$ cat src/rtl/realvalue2dacvolt.sv
// Converts a board-current / gap-voltage setpoint pair into two 24-bit SPI frames
// (channel A, then channel B) for a dual DAC. Define DAC_SAT_EN to clamp codes to +/-10000 mV.
module realvalue2dacvolt #(
    parameter int CLK_DIV = 2,
    parameter int CS_GAP  = 4
) (
    input  logic               ad_clk,
    input  logic               rst_n,
    input  logic signed [15:0] set_current,
    input  logic signed [15:0] set_voltage,
    input  logic               in_valid,
    output logic               in_ready,
    output logic               dac_sclk,
    output logic               dac_cs_n,
    output logic               dac_mosi,
    output logic               busy,
    output logic               done,
    output logic               sat_flag
);

    typedef enum logic [2:0] {
        S_IDLE,
        S_CALC,
        S_SHIFT_A,
        S_GAP,
        S_SHIFT_B,
        S_DONE
    } state_t;

    localparam logic [7:0] DIV_LAST = 8'(CLK_DIV - 1);
    localparam logic [7:0] GAP_LAST = 8'(CS_GAP - 1);
    localparam logic [7:0] CMD_A    = 8'h30;
    localparam logic [7:0] CMD_B    = 8'h31;

    // Returns {clipped, code}; without DAC_SAT_EN the code simply wraps to 16 bits.
    function automatic logic [16:0] to_code(input logic signed [31:0] v);
        logic [16:0] r;
        r = {1'b0, v[15:0]};
`ifdef DAC_SAT_EN
        if (v > 32'sd10000) begin
            r = {1'b1, 16'h2710};
        end else if (v < -32'sd10000) begin
            r = {1'b1, 16'hD8F0};
        end
`endif
        return r;
    endfunction

    state_t             state_q, state_d;
    logic               run_q, run_d;
    logic               calc_q, calc_d;
    logic signed [15:0] cur_q, cur_d;
    logic signed [15:0] volt_q, volt_d;
    logic signed [31:0] prod_a_q, prod_a_d;
    logic signed [31:0] prod_b_q, prod_b_d;
    logic [15:0]        code_b_q, code_b_d;
    logic               sat_flag_q, sat_flag_d;
    logic [23:0]        sr_q, sr_d;
    logic [7:0]         div_q, div_d;
    logic [4:0]         bit_q, bit_d;
    logic               hi_q, hi_d;
    logic               tail_q, tail_d;
    logic [7:0]         gap_q, gap_d;
    logic               cs_n_q, cs_n_d;
    logic               sclk_q, sclk_d;
    logic               mosi_q, mosi_d;

    logic signed [31:0] cur_ext, volt_ext, calc_a, calc_b;
    logic [16:0]        code_a, code_b;
    logic               in_shift, frame_end, accept;

    assign code_a = to_code(prod_a_q);
    assign code_b = to_code(prod_b_q);

    assign in_ready = run_q && (state_q == S_IDLE);
    assign accept   = in_valid && in_ready;
    assign busy     = (state_q != S_IDLE);
    assign done     = (state_q == S_DONE);
    assign sat_flag = sat_flag_q;
    assign dac_cs_n = cs_n_q;
    assign dac_sclk = sclk_q;
    assign dac_mosi = mosi_q;

    always_comb begin
        cur_ext  = {{16{cur_q[15]}}, cur_q};
        volt_ext = {{16{volt_q[15]}}, volt_q};
        calc_a   = 32'sd5000 - (32'sd250 * cur_ext);
        calc_b   = (-(32'sd1000 * volt_ext)) / 32'sd28;
    end

    always_comb begin
        state_d    = state_q;
        run_d      = 1'b1;
        calc_d     = calc_q;
        cur_d      = cur_q;
        volt_d     = volt_q;
        prod_a_d   = prod_a_q;
        prod_b_d   = prod_b_q;
        code_b_d   = code_b_q;
        sat_flag_d = sat_flag_q;
        sr_d       = sr_q;
        div_d      = div_q;
        bit_d      = bit_q;
        hi_d       = hi_q;
        tail_d     = tail_q;
        gap_d      = gap_q;
        frame_end  = 1'b0;

        // Bus outputs lag the serializer state by one cycle, so chip select drops
        // one cycle after a shift state is entered.
        in_shift = (state_q == S_SHIFT_A) || (state_q == S_SHIFT_B);
        cs_n_d   = !in_shift;
        sclk_d   = in_shift && hi_q;
        mosi_d   = in_shift && sr_q[23];

        // Each bit: CLK_DIV cycles low then CLK_DIV high; a CLK_DIV low tail closes the frame.
        if (in_shift) begin
            if (div_q == DIV_LAST) begin
                div_d = '0;
                if (tail_q) begin
                    frame_end = 1'b1;
                end else if (!hi_q) begin
                    hi_d = 1'b1;
                end else begin
                    hi_d = 1'b0;
                    sr_d = {sr_q[22:0], 1'b0};
                    if (bit_q == 5'd23) begin
                        tail_d = 1'b1;
                    end else begin
                        bit_d = bit_q + 5'd1;
                    end
                end
            end else begin
                div_d = div_q + 8'd1;
            end
        end

        case (state_q)
            S_IDLE: begin
                if (accept) begin
                    cur_d   = set_current;
                    volt_d  = set_voltage;
                    calc_d  = 1'b0;
                    state_d = S_CALC;
                end
            end
            S_CALC: begin
                if (!calc_q) begin
                    prod_a_d = calc_a;
                    prod_b_d = calc_b;
                    calc_d   = 1'b1;
                end else begin
                    code_b_d   = code_b[15:0];
                    sat_flag_d = code_a[16] | code_b[16];
                    sr_d       = {CMD_A, code_a[15:0]};
                    div_d      = '0;
                    bit_d      = '0;
                    hi_d       = 1'b0;
                    tail_d     = 1'b0;
                    state_d    = S_SHIFT_A;
                end
            end
            S_SHIFT_A: begin
                if (frame_end) begin
                    gap_d   = '0;
                    state_d = S_GAP;
                end
            end
            S_GAP: begin
                if (gap_q == GAP_LAST) begin
                    sr_d    = {CMD_B, code_b_q};
                    div_d   = '0;
                    bit_d   = '0;
                    hi_d    = 1'b0;
                    tail_d  = 1'b0;
                    state_d = S_SHIFT_B;
                end else begin
                    gap_d = gap_q + 8'd1;
                end
            end
            S_SHIFT_B: begin
                if (frame_end) begin
                    state_d = S_DONE;
                end
            end
            S_DONE: begin
                state_d = S_IDLE;
            end
            default: begin
                state_d = S_IDLE;
            end
        endcase
    end

    always_ff @(posedge ad_clk or negedge rst_n) begin
        if (!rst_n) begin
            state_q    <= S_IDLE;
            run_q      <= 1'b0;
            calc_q     <= 1'b0;
            cur_q      <= '0;
            volt_q     <= '0;
            prod_a_q   <= '0;
            prod_b_q   <= '0;
            code_b_q   <= '0;
            sat_flag_q <= 1'b0;
            sr_q       <= '0;
            div_q      <= '0;
            bit_q      <= '0;
            hi_q       <= 1'b0;
            tail_q     <= 1'b0;
            gap_q      <= '0;
            cs_n_q     <= 1'b1;
            sclk_q     <= 1'b0;
            mosi_q     <= 1'b0;
        end else begin
            state_q    <= state_d;
            run_q      <= run_d;
            calc_q     <= calc_d;
            cur_q      <= cur_d;
            volt_q     <= volt_d;
            prod_a_q   <= prod_a_d;
            prod_b_q   <= prod_b_d;
            code_b_q   <= code_b_d;
            sat_flag_q <= sat_flag_d;
            sr_q       <= sr_d;
            div_q      <= div_d;
            bit_q      <= bit_d;
            hi_q       <= hi_d;
            tail_q     <= tail_d;
            gap_q      <= gap_d;
            cs_n_q     <= cs_n_d;
            sclk_q     <= sclk_d;
            mosi_q     <= mosi_d;
        end
    end

endmodule

$ cat config.mk
export PLATFORM = sky130hd
export DESIGN_NAME = realvalue2dacvolt
export DESIGN_NICKNAME = d
export VERILOG_FILES = /design/src/rtl/realvalue2dacvolt.sv
export SDC_FILE = /design/constraint.sdc
export NUM_CORES = 1
export LEC_CHECK = 0
export ABC_AREA = 1
export BUFFER_PORTS_ARGS = -buffer_cell sky130_fd_sc_hd__clkbuf_2
export CORE_ASPECT_RATIO = 0.5
export CORE_MARGIN = 10
export CORE_UTILIZATION = 60
export CTS_BUF_LIST = sky130_fd_sc_hd__clkbuf_4
export DETAILED_ROUTE_END_ITERATION = 12
export PLACE_DENSITY_LB_ADDON = 0.15
export SYNTH_ARGS = -nofsm -noshare
export SYNTH_HDL_FRONTEND = slang
export SYNTH_SLANG_ARGS = --single-unit
$ cat constraint.sdc
create_clock -name ad_clk -period 15.5 [get_ports ad_clk]
set_clock_uncertainty 0.1 [all_clocks]
set_input_delay 3.1 -clock ad_clk [delete_from_list [all_inputs] [get_ports ad_clk]]
set_output_delay 3.1 -clock ad_clk [all_outputs]
set_load 0.05 [all_outputs]
==> results of run 1 <==
[critical path: cells and delay by family, from the launching register on]
kind | cells | cell delay, ps
AOI/OAI and AO/OA | 9 | 1770
DFF | 1 | 500
xor gates and xnor gates | 1 | 250
and+or+nand+nor | 72 | 7250
adders and majority gates | 6 | 2530
buffers and inverters | 14 | 1210
[cell usage after synthesis (2+ instances only)]
| master | count | share of area |
|---|---|---|
| o211ai_1 | 15 | 0.0078 |
| o21ai_1 | 20 | 0.0070 |
| buf_6 | 2 | 0.0016 |
| o21ai_0 | 72 | 0.025 |
| nand3b_1 | 8 | 0.0042 |
| xnor2_1 | 19 | 0.012 |
| xor2_2 | 2 | 0.0023 |
| dfrtp_1 | 132 | 0.23 |
| nand3_2 | 11 | 0.0077 |
| nor3_1 | 18 | 0.0063 |
| a21o_1 | 3 | 0.0016 |
| nand4_1 | 33 | 0.014 |
| nand2_2 | 62 | 0.027 |
| a21oi_2 | 5 | 0.0031 |
| a21oi_1 | 45 | 0.016 |
| nor4_1 | 3 | 0.0013 |
| nand3_4 | 3 | 0.0037 |
| and2_1 | 4 | 0.0017 |
| mux2i_1 | 15 | 0.010 |
| ha_1 | 107 | 0.093 |
| nand3_1 | 122 | 0.043 |
| nor2_2 | 8 | 0.0035 |
| o22ai_1 | 4 | 0.0017 |
| nor2_1 | 123 | 0.032 |
| or2_2 | 5 | 0.0022 |
| o21bai_1 | 6 | 0.0031 |
| a31oi_1 | 4 | 0.0017 |
| clkinv_1 | 4 | 0.0010 |
| nor2_4 | 6 | 0.0047 |
| o21a_1 | 3 | 0.0016 |
| buf_4 | 4 | 0.0021 |
| nand2_4 | 15 | 0.012 |
| inv_1 | 358 | 0.094 |
| xor2_1 | 52 | 0.032 |
| buf_2 | 2 | 0.00070 |
| nor3b_1 | 3 | 0.0016 |
| clkbuf_1 | 21 | 0.0055 |
| fa_1 | 93 | 0.13 |
| nand4_2 | 4 | 0.0035 |
| nand2_1 | 489 | 0.13 |
| o31ai_1 | 3 | 0.0016 |
| conb_1 | 2 | 0.00052 |
| inv_2 | 21 | 0.0055 |
[state kept, by name, summed over array words and instances (netlist names), 8 cells and up]
name	cells
prod_a_q	15
gap_q	8
sr_q	24
cur_q	15
volt_q	16
code_b_q	16
prod_b_q	16
div_q	8
[final cells by class]
| cell class | instances | area (um^2) | area share |
|---|---|---|---|
| clock inverter | 15 | 169 | 0.0111 |
| timing repair buffer | 46 | 254 | 0.0168 |
| clock buffer | 17 | 128 | 0.00842 |
| tap | 307 | 384 | 0.0253 |
| multi-input combinational | 1400 | 9450 | 0.624 |
| sequential | 133 | 3330 | 0.220 |
| inverter | 383 | 1440 | 0.0950 |
[through the flow]
| step | worst slack (ps) | cell area [um^2] |
|---|---|---|
| 2_1_floorplan | 3630 | 14300 |
| 3_3_place_gp | 1550 | 14800 |
| 3_5_place_dp | 1360 | 14800 |
| 4_1_cts | 1270 | 15100 |
| 5_1_grt | 67.5 | 15200 |
| 6_report | 1640 | 15200 |
[placed cells by master (no fill, tap or decap), types with 7 or more instances in the layout]
master,Yosys,final
xor2_1,52,52
buf_4,4,7
o211ai_1,15,15
inv_1,358,358
nand4_1,33,33
nand3_1,122,122
xnor2_1,19,19
nand2_4,15,15
nor2_2,8,9
clkbuf_4,1,17
nor2_1,123,122
inv_2,21,20
o21ai_0,72,72
nand3_2,11,11
mux2i_1,15,15
nand2_2,62,62
nand2_1,489,489
dfrtp_1,132,131
a21oi_1,45,45
fa_1,93,93
nand3b_1,8,8
o21ai_1,20,20
ha_1,107,107
clkbuf_2,0,38
nor3_1,18,18
[cell families (layout without fill, tap and decap cells)]
family / Yosys count / count (layout) / share of synthesized area
AND/OR/NAND/NOR: 921 / 921 / 0.300
buffers and inverters: 413 / 461 / 0.111
adder cells (fa/ha/maj): 200 / 200 / 0.223
AO/OA/AOI/OAI: 188 / 188 / 0.0769
flip-flops: 133 / 133 / 0.232
XOR/XNOR: 73 / 73 / 0.0456
multiplexers: 16 / 16 / 0.0112
other: 2 / 2 / 0.000523
[worst min path at each step]
stage	from	end	cells past startpoint
floorplan	prod_a_q[2]	prod_a_q[2]	2
global placement	code_b_q[4]	code_b_q[4]	2
detailed placement	code_b_q[2]	code_b_q[2]	2
CTS	prod_b_q[3]	code_b_q[3]	2
global route	prod_a_q[2]	prod_a_q[2]	2
finish	prod_a_q[2]	prod_a_q[2]	2
[metal layers]
layer  track usage  vias to the layer above  share of wire
met4        0.0352                        0         0.0084
met2         0.335                      140           0.47
met3        0.0311                       23          0.031
li1              -                     6159              -
met5             0                        -              0
met1         0.245                     5376           0.49
==> run summary, run 1 <==
status: finished clean
Routed Wire Length: 27,400 um
largest net degree at the start of global routing: 72
Site Rows: 39
CP required: 15,830 ps
Post-Layout Cell Count: 2,301
Max stage delay cell, worst path: fa_1
RSZ-0062 raised after global routing: false
max incr delay on CP: 530 ps
CP max FO: 32
nets: 2,216
Worst Tran Pin Value: 1050 ps
flops & latches, synth: 133
ratio of cells with drive above 1 in the final layout: 0.116
final clock period utilization by the worst path: 0.894
# port buffers: 39
Worst R2R Path Depth: 102
yosys warns: 0
headroom to the max-slew limit: 0.297
fmax: 72.2 MHz
Die Span Y: 129 um
HP Class: reg2reg
Final Wtd Congestion: 0.849
DRT antenna net count: 0
Top cell by count, worst path: nand2_2
initial drt markers: 588
Distinct cells, synth: 58
final core utilization: 0.654
clock latency on the worst-skew pair: 600 ps
Diodes inserted: 0
first drt pass iteration count: 5
synthesized area: 0.0143 mm^2
cell count after synthesis: 1,946
die area: 0.0309 mm^2
fin crit period: 13,860 ps
DR WL/cell: 11.9 um
Reg clk slew, reported paths: 170 ps
H-tree levels: 4
GR Overflow Total: 0
flop2flop setup slack: 1640 ps
Setup crit start kind: flop
DR vias/cell: 5.08
vias: 11,700
initial antenna violation count: 0
first-pass GRT wire length: 50,000 um
Die W: 239 um
CTS tree: built
ys flop type: dfrtp_1
Critical path origin: volt_q[14]
gr usage total: 0.190
critical path capture point type: flop
core region area: 0.0232 mm^2
R2R Path Start: volt_q[14]
root buf cell: clkbuf_4
CP endpoint: prod_b_q[12]
sequential area share after synthesis: 0.232
fill cell count: 2,128
Critical R2R Capture: prod_b_q[12]
Max-cap violations: 0
# resized after CTS: 0
hold_buf cts: 0
endpoints failing setup: 0
final slew viol count: 0
residual DRC count: 0
DP Wirelength: 22,000 um
minimum hold slack: 387 ps
WS Path Type: reg2reg
TritonCTS buffer count: 17
vias in the first global route: 11,500
placed insts: 2,269
CTS max path bufs: 2
Worst EP arrival: 14,190 ps
synthesized area per cell: 7.37 um^2
setup TNS: 0 ps
number of synthesized flops with an enable pin: 0
Initial Utilization: 0.619
Final Hold Fails: 0
Ports: 42
post-CTS setup buffer count: 0
P&R area growth vs syn: 5.64%
ys async rst share: 1.00
CTS Sinks: 133
syn nets: 2,181
Power of run 1 is left out: the tool's default activity adds up to more than one toggle a clock period on the data nets, which glitch-free logic cannot reach.
==> run 2: changes to the inputs <==
- CORE_MARGIN: 10 -> 2
- RECOVER_POWER: default -> 100
- clock period: 15.5 -> 15.4 ns (I/O delays scaled with it)
==> run 2 against run 1 <==
Effect of this change:
- the flow now finishes with violations (max-capacitance violations, max-slew violations)
- first-iteration DRC count is 12% higher
- via count is 0.28% lower
- global-route usage is 5.0 points higher
- cell count hardly changed
- critical endpoint unchanged
- count of clock-buffer cells in the layout stayed put
- setup slack better by 40 ps
- fmax is 1.0% higher
- highest routed layer unchanged
- sequential cell count stayed put
- design area is 0.57% lower
==> run summary, run 2 (same netlist as run 1, synthesis figures left out) <==
# port buffers: 39 (unchanged)
ratio of cells with drive above 1 in the final layout: 0.109 (was 0.116)
status: finished with violations (was finished clean)
nets: 2,216 (unchanged)
Worst R2R Path Depth: 102 (unchanged)
DR WL/cell: 11.8 um (was 11.9 um)
final clock period utilization by the worst path: 0.891 (was 0.894)
DRT antenna net count: 0 (unchanged)
setup TNS: 0 ps (unchanged)
CTS tree: built (unchanged)
HP Class: reg2reg (unchanged)
first-pass GRT wire length: 50,700 um (was 50,000 um)
critical path capture point type: flop (unchanged)
Reg clk slew, reported paths: 150 ps (was 170 ps)
CP max FO: 32 (unchanged)
die area: 0.0252 mm^2 (was 0.0309 mm^2)
GR Overflow Total: 0 (unchanged)
DP Wirelength: 21,900 um (was 22,000 um)
most common cell after layout, fill and taps aside: nand2_1 (unchanged)
Max stage delay cell, worst path: fa_1 (unchanged)
CTS max path bufs: 2 (unchanged)
TritonCTS buffer count: 17 (unchanged)
initial antenna violation count: 1 (was 0)
HP Start: prod_b_q[2] (was prod_a_q[2])
Routed Wire Length: 27,100 um (was 27,400 um)
H-tree levels: 4 (unchanged)
max incr delay on CP: 530 ps (about the same)
failing checks: max-capacitance violations, max-slew violations
Site Rows: 39 (unchanged)
Worst EP arrival: 14,040 ps (was 14,190 ps)
first drt pass iteration count: 8 (was 5)
R2R Path Start: volt_q[14] (unchanged)
max reg flops: 24 (unchanged)
CP required: 15,720 ps (was 15,830 ps)
fin crit period: 13,720 ps (was 13,860 ps)
Setup crit start kind: flop (unchanged)
register bank with the most flops: sr_q (unchanged)
Initial Utilization: 0.620 (was 0.619)
clock latency on the worst-skew pair: 580 ps (was 600 ps)
largest net degree at the start of global routing: 76 (was 72)
fmax: 72.9 MHz (was 72.2 MHz)
final core utilization: 0.652 (was 0.654)
Final Hold Fails: 0 (unchanged)
initial drt markers: 660 (was 588)
Die W: 223 um (was 239 um)
slack of the critical path: 1680 ps (was 1640 ps)
P&R area growth vs syn: 5.04% (was 5.64%)
Final Wtd Congestion: 0.863 (was 0.849)
endpoints failing setup: 0 (unchanged)
Die Span Y: 113 um (was 129 um)
CTS Sinks: 133 (unchanged)
gr usage total: 0.240 (was 0.190)
Top cell by count, worst path: nand2_2 (unchanged)
Ports: 42 (unchanged)
DR vias/cell: 5.07 (was 5.08)
WS Path Type: reg2reg (unchanged)
vias in the first global route: 11,500 (about the same)
flop2flop setup slack: 1680 ps (was 1640 ps)
Worst Hold Depth: 2 (unchanged)
core region area: 0.0231 mm^2 (was 0.0232 mm^2)
final slew viol count: 189 (was 0)
vias: 11,700 (about the same)
Worst Hold Endpoint: code_b_q[2] (was prod_a_q[2])
Max-cap violations: 3 (was 0)
commonest non-fill, non-tap cells in the layout: nand2_1, inv_1, dfrtp_1, nand3_1, nor2_1 (unchanged)
RSZ-0062 raised after global routing: false (unchanged)
residual DRC count: 0 (unchanged)
Worst Tran Pin Value: 3770 ps (was 1050 ps)
pre-CTS WS: 1310 ps (was 1360 ps)
post-CTS setup buffer count: 0 (unchanged)
headroom to the max-slew limit: -1.52 (was 0.297)
Critical R2R Capture: prod_b_q[12] (unchanged)
root buf cell: clkbuf_4 (unchanged)
-- run 2: what timing repair did --
action / in CTS / in global routing
resized for setup: 0 / 5
hold buffers: 0 / 0
endpoints found under the setup margin: 0 / 5
-- run 2: layer usage --
layer / up-vias / global-route usage / wire (um)
met3: 18 / 0.0382 / 742
li1: 6157 / - / -
met1: 5372 / 0.316 / 13400
met4: 0 / 0.0456 / 204
met5: - / 0 / 0
met2: 118 / 0.425 / 12700
-- run 2: critical path: cells and delay by family, from the launching register on --
family	cells	cell delay, ps
fa+ha+maj	6	2520
buf+inv	15	1310
simple gates	71	7210
xor+xnor	1	210
compound gates	9	1640
flops	1	490
-- run 2: layout make-up --
class	instances	area [um^2]
multi-input combinational	1400	9440
fill	2131	8060
sequential	133	3330
inverter	383	1440
tap	307	384
timing repair buffer	46	224
clock buffer	17	128
clock inverter	15	121
antenna	1	2.50
-- run 2: how the worst max path moves through the flow --
stage          startpoint      endpoint  slack (ps)  cells past startpoint
6_report       volt_q[14]  prod_b_q[12]        1680                    102
3_5_place_dp   volt_q[15]  prod_b_q[12]        1310                    102
2_1_floorplan  volt_q[15]  prod_b_q[12]        3530                     98
3_3_place_gp   volt_q[15]  prod_b_q[12]        1480                    102
4_1_cts        volt_q[15]  prod_b_q[12]        1240                    102
5_1_grt        volt_q[14]  prod_b_q[12]          30                     99
-- run 2: per-stage QoR --
stage	area [um^2]	std cells	hold WS [ps]
6_report	15100	2302	380
3_5_place_dp	14800	2269	357
5_1_grt	15100	2302	413
3_3_place_gp	14800	2269	357
2_1_floorplan	14300	1946	342
4_1_cts	15100	2301	385
Power of run 2 is left out for the same reason.
